## config.mk

```make
export PLATFORM = sky130hd
export DESIGN_NAME = flag_controller
export DESIGN_NICKNAME = d
export VERILOG_FILES = /design/src/rtl/flag_controller.sv
export SDC_FILE = /design/constraint.sdc
export NUM_CORES = 1
export LEC_CHECK = 0
export ABC_CLOCK_PERIOD_IN_PS = 2800
export CORE_MARGIN = 2
export CORE_UTILIZATION = 25
export DETAILED_ROUTE_END_ITERATION = 6
export PLACE_DENSITY = 0.48
export REMOVE_ABC_BUFFERS = 1
export SYNTH_ARGS = -nofsm -noshare
export SYNTH_HDL_FRONTEND = slang
export SYNTH_SLANG_ARGS = --single-unit
```

## constraint.sdc

```tcl
create_clock -name Clk -period 2.8 [get_ports Clk]
set_input_delay 0.84 -clock Clk [delete_from_list [all_inputs] [get_ports Clk]]
set_output_delay 0.84 -clock Clk [all_outputs]
set_load 0.005 [all_outputs]
```

## src/rtl/flag_controller.sv

```systemverilog
// Sequencer for the NZCV flag register: arbitrates ALU writes against interrupt-return
// restores, holds one deferred ALU write, and resolves branch conditions against the
// flags once they have settled.
module flag_controller (
  input  logic       Clk,
  input  logic       Reset,
  input  logic       Alu_Valid,
  input  logic       Alu_SetFlags,
  input  logic [3:0] Alu_Flags,
  input  logic       Restore_Req,
  input  logic [3:0] Restore_Flags,
  input  logic       Branch_Req,
  input  logic [3:0] Branch_Cond,
  input  logic [3:0] Out_FR,
  output logic [3:0] In_FR,
  output logic       FR_Ld,
  output logic       Restore_Ack,
  output logic       Branch_Valid,
  output logic       Branch_Taken,
  output logic       Busy
);

  typedef enum logic [2:0] {
    StClear,
    StIdle,
    StLoad,
    StSettle,
    StResolve
  } state_e;

  state_e     state_q, state_d;
  logic [3:0] in_fr_q, in_fr_d;
  logic       src_restore_q, src_restore_d;
  logic [3:0] cond_q, cond_d;
  logic       pend_valid_q, pend_valid_d;
  logic [3:0] pend_flags_q, pend_flags_d;

  logic       alu_wr;
  logic       cond_hit;

  assign alu_wr = Alu_Valid & Alu_SetFlags;

  // Evaluate a condition code against an NZCV value (ARM ordering).
  function automatic logic eval_cond(input logic [3:0] code, input logic [3:0] f);
    logic n, z, c, v;
    logic res;
    n = f[3];
    z = f[2];
    c = f[1];
    v = f[0];
    res = 1'b0;
    unique case (code)
      4'd0:  res = z;
      4'd1:  res = ~z;
      4'd2:  res = c;
      4'd3:  res = ~c;
      4'd4:  res = n;
      4'd5:  res = ~n;
      4'd6:  res = v;
      4'd7:  res = ~v;
      4'd8:  res = c & ~z;
      4'd9:  res = ~c | z;
      4'd10: res = (n == v);
      4'd11: res = (n != v);
      4'd12: res = ~z & (n == v);
      4'd13: res = z | (n != v);
      4'd14: res = 1'b1;
      4'd15: res = 1'b0;
      default: res = 1'b0;
    endcase
    return res;
  endfunction

  // Next-state logic: state, latched load value, branch code and pending slot.
  always_comb begin
    state_d       = state_q;
    in_fr_d       = in_fr_q;
    src_restore_d = src_restore_q;
    cond_d        = cond_q;
    pend_valid_d  = pend_valid_q;
    pend_flags_d  = pend_flags_q;

    // Any flag-setting ALU result outside IDLE is deferred; last writer wins.
    if (alu_wr && (state_q != StIdle)) begin
      pend_valid_d = 1'b1;
      pend_flags_d = Alu_Flags;
    end

    unique case (state_q)
      StClear: begin
        state_d = StIdle;
      end
      StIdle: begin
        if (Restore_Req) begin
          in_fr_d       = Restore_Flags;
          src_restore_d = 1'b1;
          state_d       = StLoad;
          // A concurrent ALU write waits in the slot until the restore has settled.
          if (alu_wr) begin
            pend_valid_d = 1'b1;
            pend_flags_d = Alu_Flags;
          end
        end else if (alu_wr || pend_valid_q) begin
          // The fresh ALU value is newer than anything held in the slot.
          in_fr_d       = alu_wr ? Alu_Flags : pend_flags_q;
          src_restore_d = 1'b0;
          pend_valid_d  = 1'b0;
          state_d       = StLoad;
        end else if (Branch_Req) begin
          cond_d  = Branch_Cond;
          state_d = StResolve;
        end
      end
      StLoad: begin
        state_d = StSettle;
      end
      StSettle: begin
        state_d = StIdle;
      end
      StResolve: begin
        state_d = StIdle;
      end
      default: begin
        state_d = StClear;
      end
    endcase
  end

  // State register with synchronous reset; reset drops any pending or in-flight work.
  always_ff @(posedge Clk) begin
    if (Reset) begin
      state_q       <= StClear;
      in_fr_q       <= 4'b0000;
      src_restore_q <= 1'b0;
      cond_q        <= 4'd0;
      pend_valid_q  <= 1'b0;
      pend_flags_q  <= 4'b0000;
    end else begin
      state_q       <= state_d;
      in_fr_q       <= in_fr_d;
      src_restore_q <= src_restore_d;
      cond_q        <= cond_d;
      pend_valid_q  <= pend_valid_d;
      pend_flags_q  <= pend_flags_d;
    end
  end

  // Moore output decode; CLEAR loads the zeroed in_fr_q so the flag register clears.
  always_comb begin
    cond_hit     = eval_cond(cond_q, Out_FR);
    In_FR        = in_fr_q;
    FR_Ld        = (state_q == StClear) || (state_q == StLoad);
    Restore_Ack  = (state_q == StLoad) && src_restore_q;
    Branch_Valid = (state_q == StResolve);
    Branch_Taken = (state_q == StResolve) && cond_hit;
    Busy         = (state_q != StIdle) || pend_valid_q;
  end

endmodule

```

==> Word level (Yosys, flattened, before mapping) <==
Index checks and enable logic that the tools add are counted.
W data, S select, Z words.
{ "totals": {"regBits": 17, "latch_bits": 0, "ram_bits": 0, "rom_bits": 0, "input_bits": 22, "word_cells": 71, "memories": 0} }
{ "classes": {"add_sub_neg": 0, "mul": 0, "div": 0, "magnitude_cmp": 0, "eq_ne": 23, "shift": 0, "mux": 19, "bitwise_logic": 11, "n_reduce_logical": 12} }
{ "ops": {"columns": ["op", "n"], "rows": [
  ["$eq A4 B4 Y1 const B", 8],
  ["$mux W4", 7],
  ["$eq A4 B3 Y1 const B", 4],
  ["$pmux W1 S16", 1],
  ["$mux W3", 3],
  ["$pmux W3 S3", 1],
  ["$eq A4 B2 Y1 const B", 2],
  ["$mux W1", 7],
  ["$eq A3 B2 Y1 const B", 2],
  ["$not A1 Y1", 6],
  ["$eq A4 B1 Y1 const B", 1],
  ["$logic_not A4 Y1", 1],
  ["$ne A4 B4 Y1 const B", 1],
  ["$reduce_and A4 Y1", 1],
  ["$and A1 B1 Y1", 3],
  ["$eq A3 B1 Y1 const B", 1],
  ["$eq A3 B3 Y1 const B", 1],
  ["$logic_and A1 B1 Y1", 3],
  ["$logic_not A3 Y1", 1],
  ["$logic_or A1 B1 Y1", 3],
  ["$ne A3 B1 Y1 const B", 1],
  ["$reduce_or A3 Y1", 1],
  ["$or A1 B1 Y1", 2],
  ["$reduce_and A2 Y1", 1],
  ["other kinds (3)", 3]
]} }

==> Logic depth before layout (Yosys ltp) <==
Gate-level depths: netlist of run 1.
{ "logic_depth": {"word_depth": 6, "mapped_depth": 5, "mapped_depth_nobuf": 4} }

==> Worst setup path after synthesis of run 1 <==
OpenSTA, ideal clock, no wires.
{ "synth_timing": {"path_kind": "input to output", "start": "input port Out_FR[3]", "end": "output port Branch_Taken", "t_arrival_ps": 1797, "setup_slack_ps": 163, "path_stages": 4, "n_path_buf": 0, "path_cell_list": "xor2_1 > or4b_1 > a31o_1 > a31oi_1"} }
{ "synth_via": {"elab_chain_len": 4, "elab_cells_between_ends": 7, "classes_between": "eq/ne: 2; mux: 1; bitwise: 3; reduce/logical: 1"} }
{ "synth_lines": {"columns": ["item", "line", "source"], "rows": [
  ["from (decl)", "14", "input logic [3:0] Out_FR,"],
  ["$ne A1 B1 Y1 / $eq A1 B1 Y1 (equally long branches)", null, null],
  ["$or A1 B1 Y1 / $and A1 B1 Y1 (equally long branches)", "66, 65", null],
  ["$pmux W1 S16 (*)", "52", "unique case (code)"],
  ["$logic_and A1 B1 Y1 (*)", "155", "Branch_Taken = (state_q == StResolve) && cond_hit;"],
  ["to (decl)", "19", "output logic Branch_Taken,"]
]} }
Every way passes the cells marked *; elsewhere a longest branch is shown, timed or not.

==> Worst setup path in the final report of run 1 <==
{ "layout_timing": {"start": "input port Out_FR[0]", "end": "output port Branch_Taken"} }
Same word-level chain as after synthesis.

==> out/qor.txt, run 1 <==
Status = finished with violations
Failing checks = setup timing
Synth top area cells = dfxtp_1 36%, a21oi_1 6.4%, nand2b_1 5.3%
RSZ-0062 raised after global routing = yes
MaxCap Viol Count = 0
Most area-hungry cell type in the Yosys netlist = dfxtp_1
CTS sink count = 17
Placement Cell Area = 1360 sq um
Wirelength, routed = 2480 um
Core Util, Final = 38.8%
NetSw = 0.000153 W
Syn_area_per_cell = 8.20 sq um
# DRC = 0
Max VDD drop = 0.119 mV
Pwr/cell area = 421 nW/um^2
Max_slew headroom = 58.0%
Total CTS buffers = 3
TritonCTS clock tree = built
# setup viols final = 1
I/O Pins = 31
Gr busiest metal = met2
Row count = 22
Clock skew = 0.00258 ns
Wire length per cell = 12.2 um
Final Cycle Share = 104%
Max Slew Vio Count = 0
Number of DRC markers in iteration 0 = 21
Routed vias/inst = 4.71
Leakage power = 0.554 nW
#FFs+latches synth = 17
Synth warnings = 0
Antenna cells = 0
Crit-path max FO = 2
Post-DP HPWL = 1930 um
CTS root buf = clkbuf_8
Antenna violations before repair = 0
WHS = 0.455 ns
Slew @ Worst Pin = 0.628 ns
Largest net degree at the start of global routing = 18
Fmax achieved = 344 MHz
Critical path class = in2out
Final Wtd Congestion = 0.851
Synth Cell Area = 943 sq um
Crit end category = primary output
Worst Path Required = 1.96 ns
First-pass DRT Iterations = 4
Worst hold path depth = 2
Final #Nets = 178
Placeable Area = 3630 sq um
Number of routed nets with antenna violations = 0
Vias in the first global route = 911
GRT Total Usage = 12.4%
Cells after synthesis = 115
Worst setup margin = -0.105 ns
Met1 Usage GRT = 15.4%
Height of the chip = 65.4 um
Seq pwr share = 45.1%
CTS H-Tree Depth = 1
Synth cell types = 33
Final Hold Viols = 0
Seq/Total Area, Yosys = 36.1%
Grt ovf = 0
First-pass GRT wire length = 4110 um
Sw frac = 25.8%
Synth top area share = 36.1%
Fill cells = 392
Initial Util = 26.0%
Design area = 1410 sq um
Overall Power = 0.000595 W
Share of cells above drive strength 1 = 18.1%
Power share of the clock group = 30.9%
Worst Reg2Reg Path Length in Cells = 5
WP data arrival = 2.06 ns
M3 GR Usage = 2.23%
DIE WIDTH = 65.4 um
Via Count = 957
Worst-path clk slew = 0.07 ns
Clk_lat worst skew = 0.25 ns
Area Overhead vs Synth = 49.6%
Place WS = -0.840 ns
Internal = 0.000441 W
Clock buffer depth = 2
Met2 Use GR = 20.5%
Port Buffer Count = 30
Full die area = 4280 sq um
Combinational Power Share = 24.0%
Startpoint Class = primary input
Min-Delay Path Class = reg2reg
Min Tclk post-route = 2.90 ns
## power groups by stage
stage / clock network [W] / registers, W / logic, W
2_1_floorplan: 0 / 0.000274 / 0.0000583
6_report: 0.000184 / 0.000268 / 0.000143
4_1_cts: 0.000187 / 0.000268 / 0.000143
3_5_place_dp: 0 / 0.000273 / 0.000141
3_3_place_gp: 0 / 0.000273 / 0.000139
5_1_grt: 0.000198 / 0.000270 / 0.000158
## sequential cells by signal, summed over array words and instances, names as in the netlist
signal / cells
In_FR: 4
cond_q: 4
pend_flags_q: 4
state_q: 3
pend_valid_q: 1
src_restore_q: 1
## worst paths after layout
check	from	endpoint	slack, ns
max	Out_FR[0]	Branch_Taken	-0.10
min	In_FR[0]	In_FR[0]	0.45
max reg2reg	state_q[1]	cond_q[1]	1.27
min reg2reg	In_FR[0]	In_FR[0]	0.45
## what timing repair did
action                                  CTS  global route
endpoints found under the setup margin    1             1
hold buffers                              0             0
pin swaps                                 7             7
cloned                                    0             0
setup buffers                             1             0
gates resized for setup                  19             6
## cell families after synthesis
family	Yosys count	share of synthesized area, %
AO/OA/AOI/OAI	33	21.1
XOR/XNOR	4	3.71
buffers and inverters	10	4.38
flip-flops	17	36.1
multiplexers	8	9.02
AND/OR/NAND/NOR	43	25.7
## per-stage QoR
step	TNS (ns)	cells
2_1_floorplan	0	110
3_3_place_gp	-0.812	198
3_5_place_dp	-0.840	198
4_1_cts	-0.156	203
5_1_grt	-0.163	203
6_report	-0.105	203
## per-layer routing
layer	wire, um	vias to the layer above	part of all wire, %
met3	150	0	6.0
met1	1140	438	46
li1	-	492	-
met4	0	0	0
met2	1190	27	48
met5	0	-	0
## cell usage after synthesis
cell and n:
and4_1 1, a21oi_1 12, inv_1 5, nor3_1 1, and3b_1 1, buf_4 1
a311oi_1 1, mux2_2 4, nand2b_1 8, or4_1 1, xnor2_1 1, a2111oi_0 1
nand4_1 1, xor2_1 3, buf_1 1, or3b_1 2, o211ai_1 4, nor3b_1 1
a211oi_1 2, clkbuf_1 3, nor4b_2 1, dfxtp_1 17, o21ai_0 8, nor2_1 10
and3_1 1, a31o_1 1, o22a_1 1, a31oi_1 3, or4b_1 1, nor3b_2 1
nand3_1 1, nand2_1 12, mux2i_1 4
## final cells by class
cell class	instances	area (sq um)	area share, %
tap	48	60.1	4.26
inverter	5	18.8	1.33
multi-input combinational	88	577	40.9
timing repair buffer	41	370	26.2
clock buffer	4	45.0	3.19
sequential	17	340	24.1
## critical path, stage by stage
cell	delay [ns]
buf_6	0.09
xor2_1	0.15
or4b_1	0.47
a31o_1	0.20
a31oi_1	0.17
buf_2	0.14
## cell usage in the layout, fill, tap and decap left out, types with 5 or more instances in the layout
cell type         n
nand2b_1          8
clkdlybuf4s50_1  25
nor2_1           10
nand2_1          12
o21ai_0           7
buf_4            11
a21oi_1          12
inv_1             5
dfxtp_1          17
Note: power is estimated with default switching activity, not from simulation.
==> run 2, diff against run 1 <==
SLEW_MARGIN = 20   (was default)
==> results of run 2 <==
The final DEF is identical to that of run 1; final timing and power are the same.
==> run 3, diff against run 2 <==
CORE_UTILIZATION = 44   (was 25)
PLACE_DENSITY = 0.76   (was 0.48)
==> out/qor.txt, run 3 (synthesis gave the netlist of run 1 again) <==
Worst setup path end = Branch_Taken (unchanged)
Reg-to-reg setup timing slack = 1.40 ns (was 1.27 ns)
Sw frac = 27.5% (was 25.8%)
Leading cell type in the layout, fill and taps excluded = clkdlybuf4s50_1 (unchanged)
Min-Delay Path Class = reg2reg (unchanged)
Clk_lat worst skew = 0.29 ns (was 0.25 ns)
Via Count = 961 (was 957)
Number of routed nets with antenna violations = 0 (unchanged)
Wire length per cell = 12.1 um (was 12.2 um)
Cell family contributing the most delay on the critical path = simple AND/OR/NAND/NOR gates (unchanged)
I/O Pins = 31 (unchanged)
Max Slew Vio Count = 0 (unchanged)
Pwr/cell area = 400 nW/um^2 (was 421 nW/um^2)
Wirelength, routed = 2190 um (was 2480 um)
Min Tclk post-route = 2.88 ns (was 2.90 ns)
Crit-path cells = buf_6 -> xor2_1 -> or4b_1 -> a31o_1 -> a31oi_1 -> buf_2 (unchanged)
Slowest cell on crit path = or4b_1 (unchanged)
Seq pwr share = 50.0% (was 45.1%)
Critical R2R Capture = cond_q[1] (unchanged)
Antenna violations before repair = 0 (unchanged)
CTS sink count = 17 (unchanged)
Clock buffer depth = 2 (unchanged)
GRT Total Usage = 17.9% (was 12.4%)
R2r startpoint = state_q[0] (was state_q[1])
Total CTS buffers = 3 (unchanged)
Final #Nets = 176 (was 178)
Fmax achieved = 347 MHz (was 344 MHz)
Routed vias/inst = 5.34 (was 4.71)
Post-DP HPWL = 1700 um (was 1930 um)
Max_slew headroom = 59.2% (was 58.0%)
Most frequent cells in the layout = 25 x clkdlybuf4s50_1, 17 x dfxtp_1, 12 x nand2_1, 12 x a21oi_1, 10 x nor2_1 (was 25 x clkdlybuf4s50_1, 17 x dfxtp_1, 12 x nand2_1, 12 x a21oi_1, 11 x buf_4)
Critical path class = in2out (unchanged)
# DRC = 0 (unchanged)
TritonCTS clock tree = built (unchanged)
Hold-fix buffers at CTS = 0 (unchanged)
# setup viols final = 1 (unchanged)
Crit path largest cell delay = 0.48 ns (was 0.47 ns)
NetSw = 0.000149 W (was 0.000153 W)
Port Buffer Count = 30 (unchanged)
Area Overhead vs Synth = 43.1% (was 49.6%)
Core Util, Final = 67.4% (was 38.8%)
Startpoint Class = primary input (unchanged)
Worst setup margin = -0.0802 ns (was -0.105 ns)
Status = finished with violations (unchanged)
Internal = 0.000391 W (was 0.000441 W)
Worst Reg2Reg Path Length in Cells = 4 (was 5)
Crit-path max FO = 2 (unchanged)
Full die area = 2530 sq um (was 4280 sq um)
Vias in the first global route = 889 (was 911)
Leakage power = 0.539 nW (was 0.554 nW)
Crit end category = primary output (unchanged)
First-pass GRT wire length = 3590 um (was 4110 um)
Power share of the clock group = 24.7% (was 30.9%)
Grt ovf = 0 (unchanged)
Stages on worst setup path = 6 (unchanged)
Slew @ Worst Pin = 0.610 ns (was 0.628 ns)
Design area = 1350 sq um (was 1410 sq um)
Placeable Area = 2000 sq um (was 3630 sq um)
Final Wtd Congestion = 0.874 (was 0.851)
Largest net degree at the start of global routing = 18 (unchanged)
Clock skew = 0.00183 ns (was 0.00258 ns)
MaxCap Viol Count = 0 (unchanged)
Share of cells above drive strength 1 = 16.3% (was 18.1%)
Final Cycle Share = 103% (was 104%)
Crit path launch = Out_FR[0] (unchanged)
Worst Path Required = 1.96 ns (about the same)
WP data arrival = 2.04 ns (was 2.06 ns)
Row count = 16 (was 22)
Max VDD drop = 0.309 mV (was 0.119 mV)
Number of DRC markers in iteration 0 = 27 (was 21)
CTS root buf = clkbuf_4 (was clkbuf_8)
First-pass DRT Iterations = 4 (unchanged)
CTS H-Tree Depth = 1 (unchanged)
Worst-path clk slew = 0.10 ns (was 0.07 ns)
RSZ-0062 raised after global routing = yes (unchanged)
Failing checks = setup timing (unchanged)
DIE WIDTH = 50.3 um (was 65.4 um)
Final Hold Viols = 0 (unchanged)
Combinational Power Share = 25.3% (was 24.0%)
Antenna cells = 0 (unchanged)
Height of the chip = 50.3 um (was 65.4 um)
Initial Util = 47.1% (was 26.0%)
Worst path bufs/invs = 2 (unchanged)
Placement Cell Area = 1320 sq um (was 1360 sq um)
-- run 3: cell type report --
class                           instances  area (sq um)
Fill cell                             178           652
Multi-Input combinational cell         88           571
Timing Repair Buffer                   39           359
Sequential cell                        17           340
Tap cell                               27          33.8
Clock buffer                            3          22.5
Inverter                                5          18.8
Clock inverter                          1          5.00
-- run 3: what timing repair did --
| action | 4_1_cts | 5_1_grt |
|---|---|---|
| setup endpoints to repair | 1 | 1 |
| gates cloned | 0 | 0 |
| gates resized for setup | 19 | 3 |
| setup buffers | 1 | 0 |
| pin swaps | 7 | 6 |
-- run 3: layer usage --
metal	wire length (um)	vias up	global-route usage (%)
li1	-	489	-
met1	952	451	21.8
met2	1150	21	32.0
met3	77	0	1.79
met4	0	0	7.21
met5	0	-	0
-- run 3: worst min path at each step --
stage,cells after the start,end,startpoint
floorplan,2,src_restore_q,src_restore_q
global placement,2,In_FR[0],In_FR[0]
detailed placement,2,In_FR[0],In_FR[0]
CTS,2,In_FR[0],In_FR[0]
global route,2,In_FR[0],In_FR[0]
finish,2,In_FR[0],In_FR[0]
-- run 3: stage by stage --
step | setup WS [ns] | TNS, ns | power [W] | hold WS (ns) | std cells
finish | -0.0802 | -0.0802 | 0.000540 | 0.461 | 180
global route | -0.153 | -0.153 | 0.000572 | 0.488 | 180
CTS | -0.134 | -0.134 | 0.000542 | 0.461 | 180
detailed placement | -0.835 | -0.835 | 0.000409 | 0.446 | 175
global placement | -0.789 | -0.789 | 0.000406 | 0.443 | 175
floorplan | 0.163 | 0 | 0.000332 | 0.439 | 110
-- run 3: power by group through the flow --
| stage | sequential (W) | combinational, W | clock (W) |
|---|---|---|---|
| 5_1_grt | 0.000273 | 0.000150 | 0.000149 |
| 4_1_cts | 0.000270 | 0.000136 | 0.000136 |
| 2_1_floorplan | 0.000274 | 0.0000583 | 0 |
| 3_5_place_dp | 0.000276 | 0.000133 | 0 |
| 3_3_place_gp | 0.000275 | 0.000131 | 0 |
| 6_report | 0.000270 | 0.000136 | 0.000133 |
-- run 3: tightest hold or removal path: cells and delay by family, from the launching register on --
family / cells / cell delay, ns
compound gates: 1 / 0.05
simple gates: 1 / 0.05
flops: 1 / 0.32
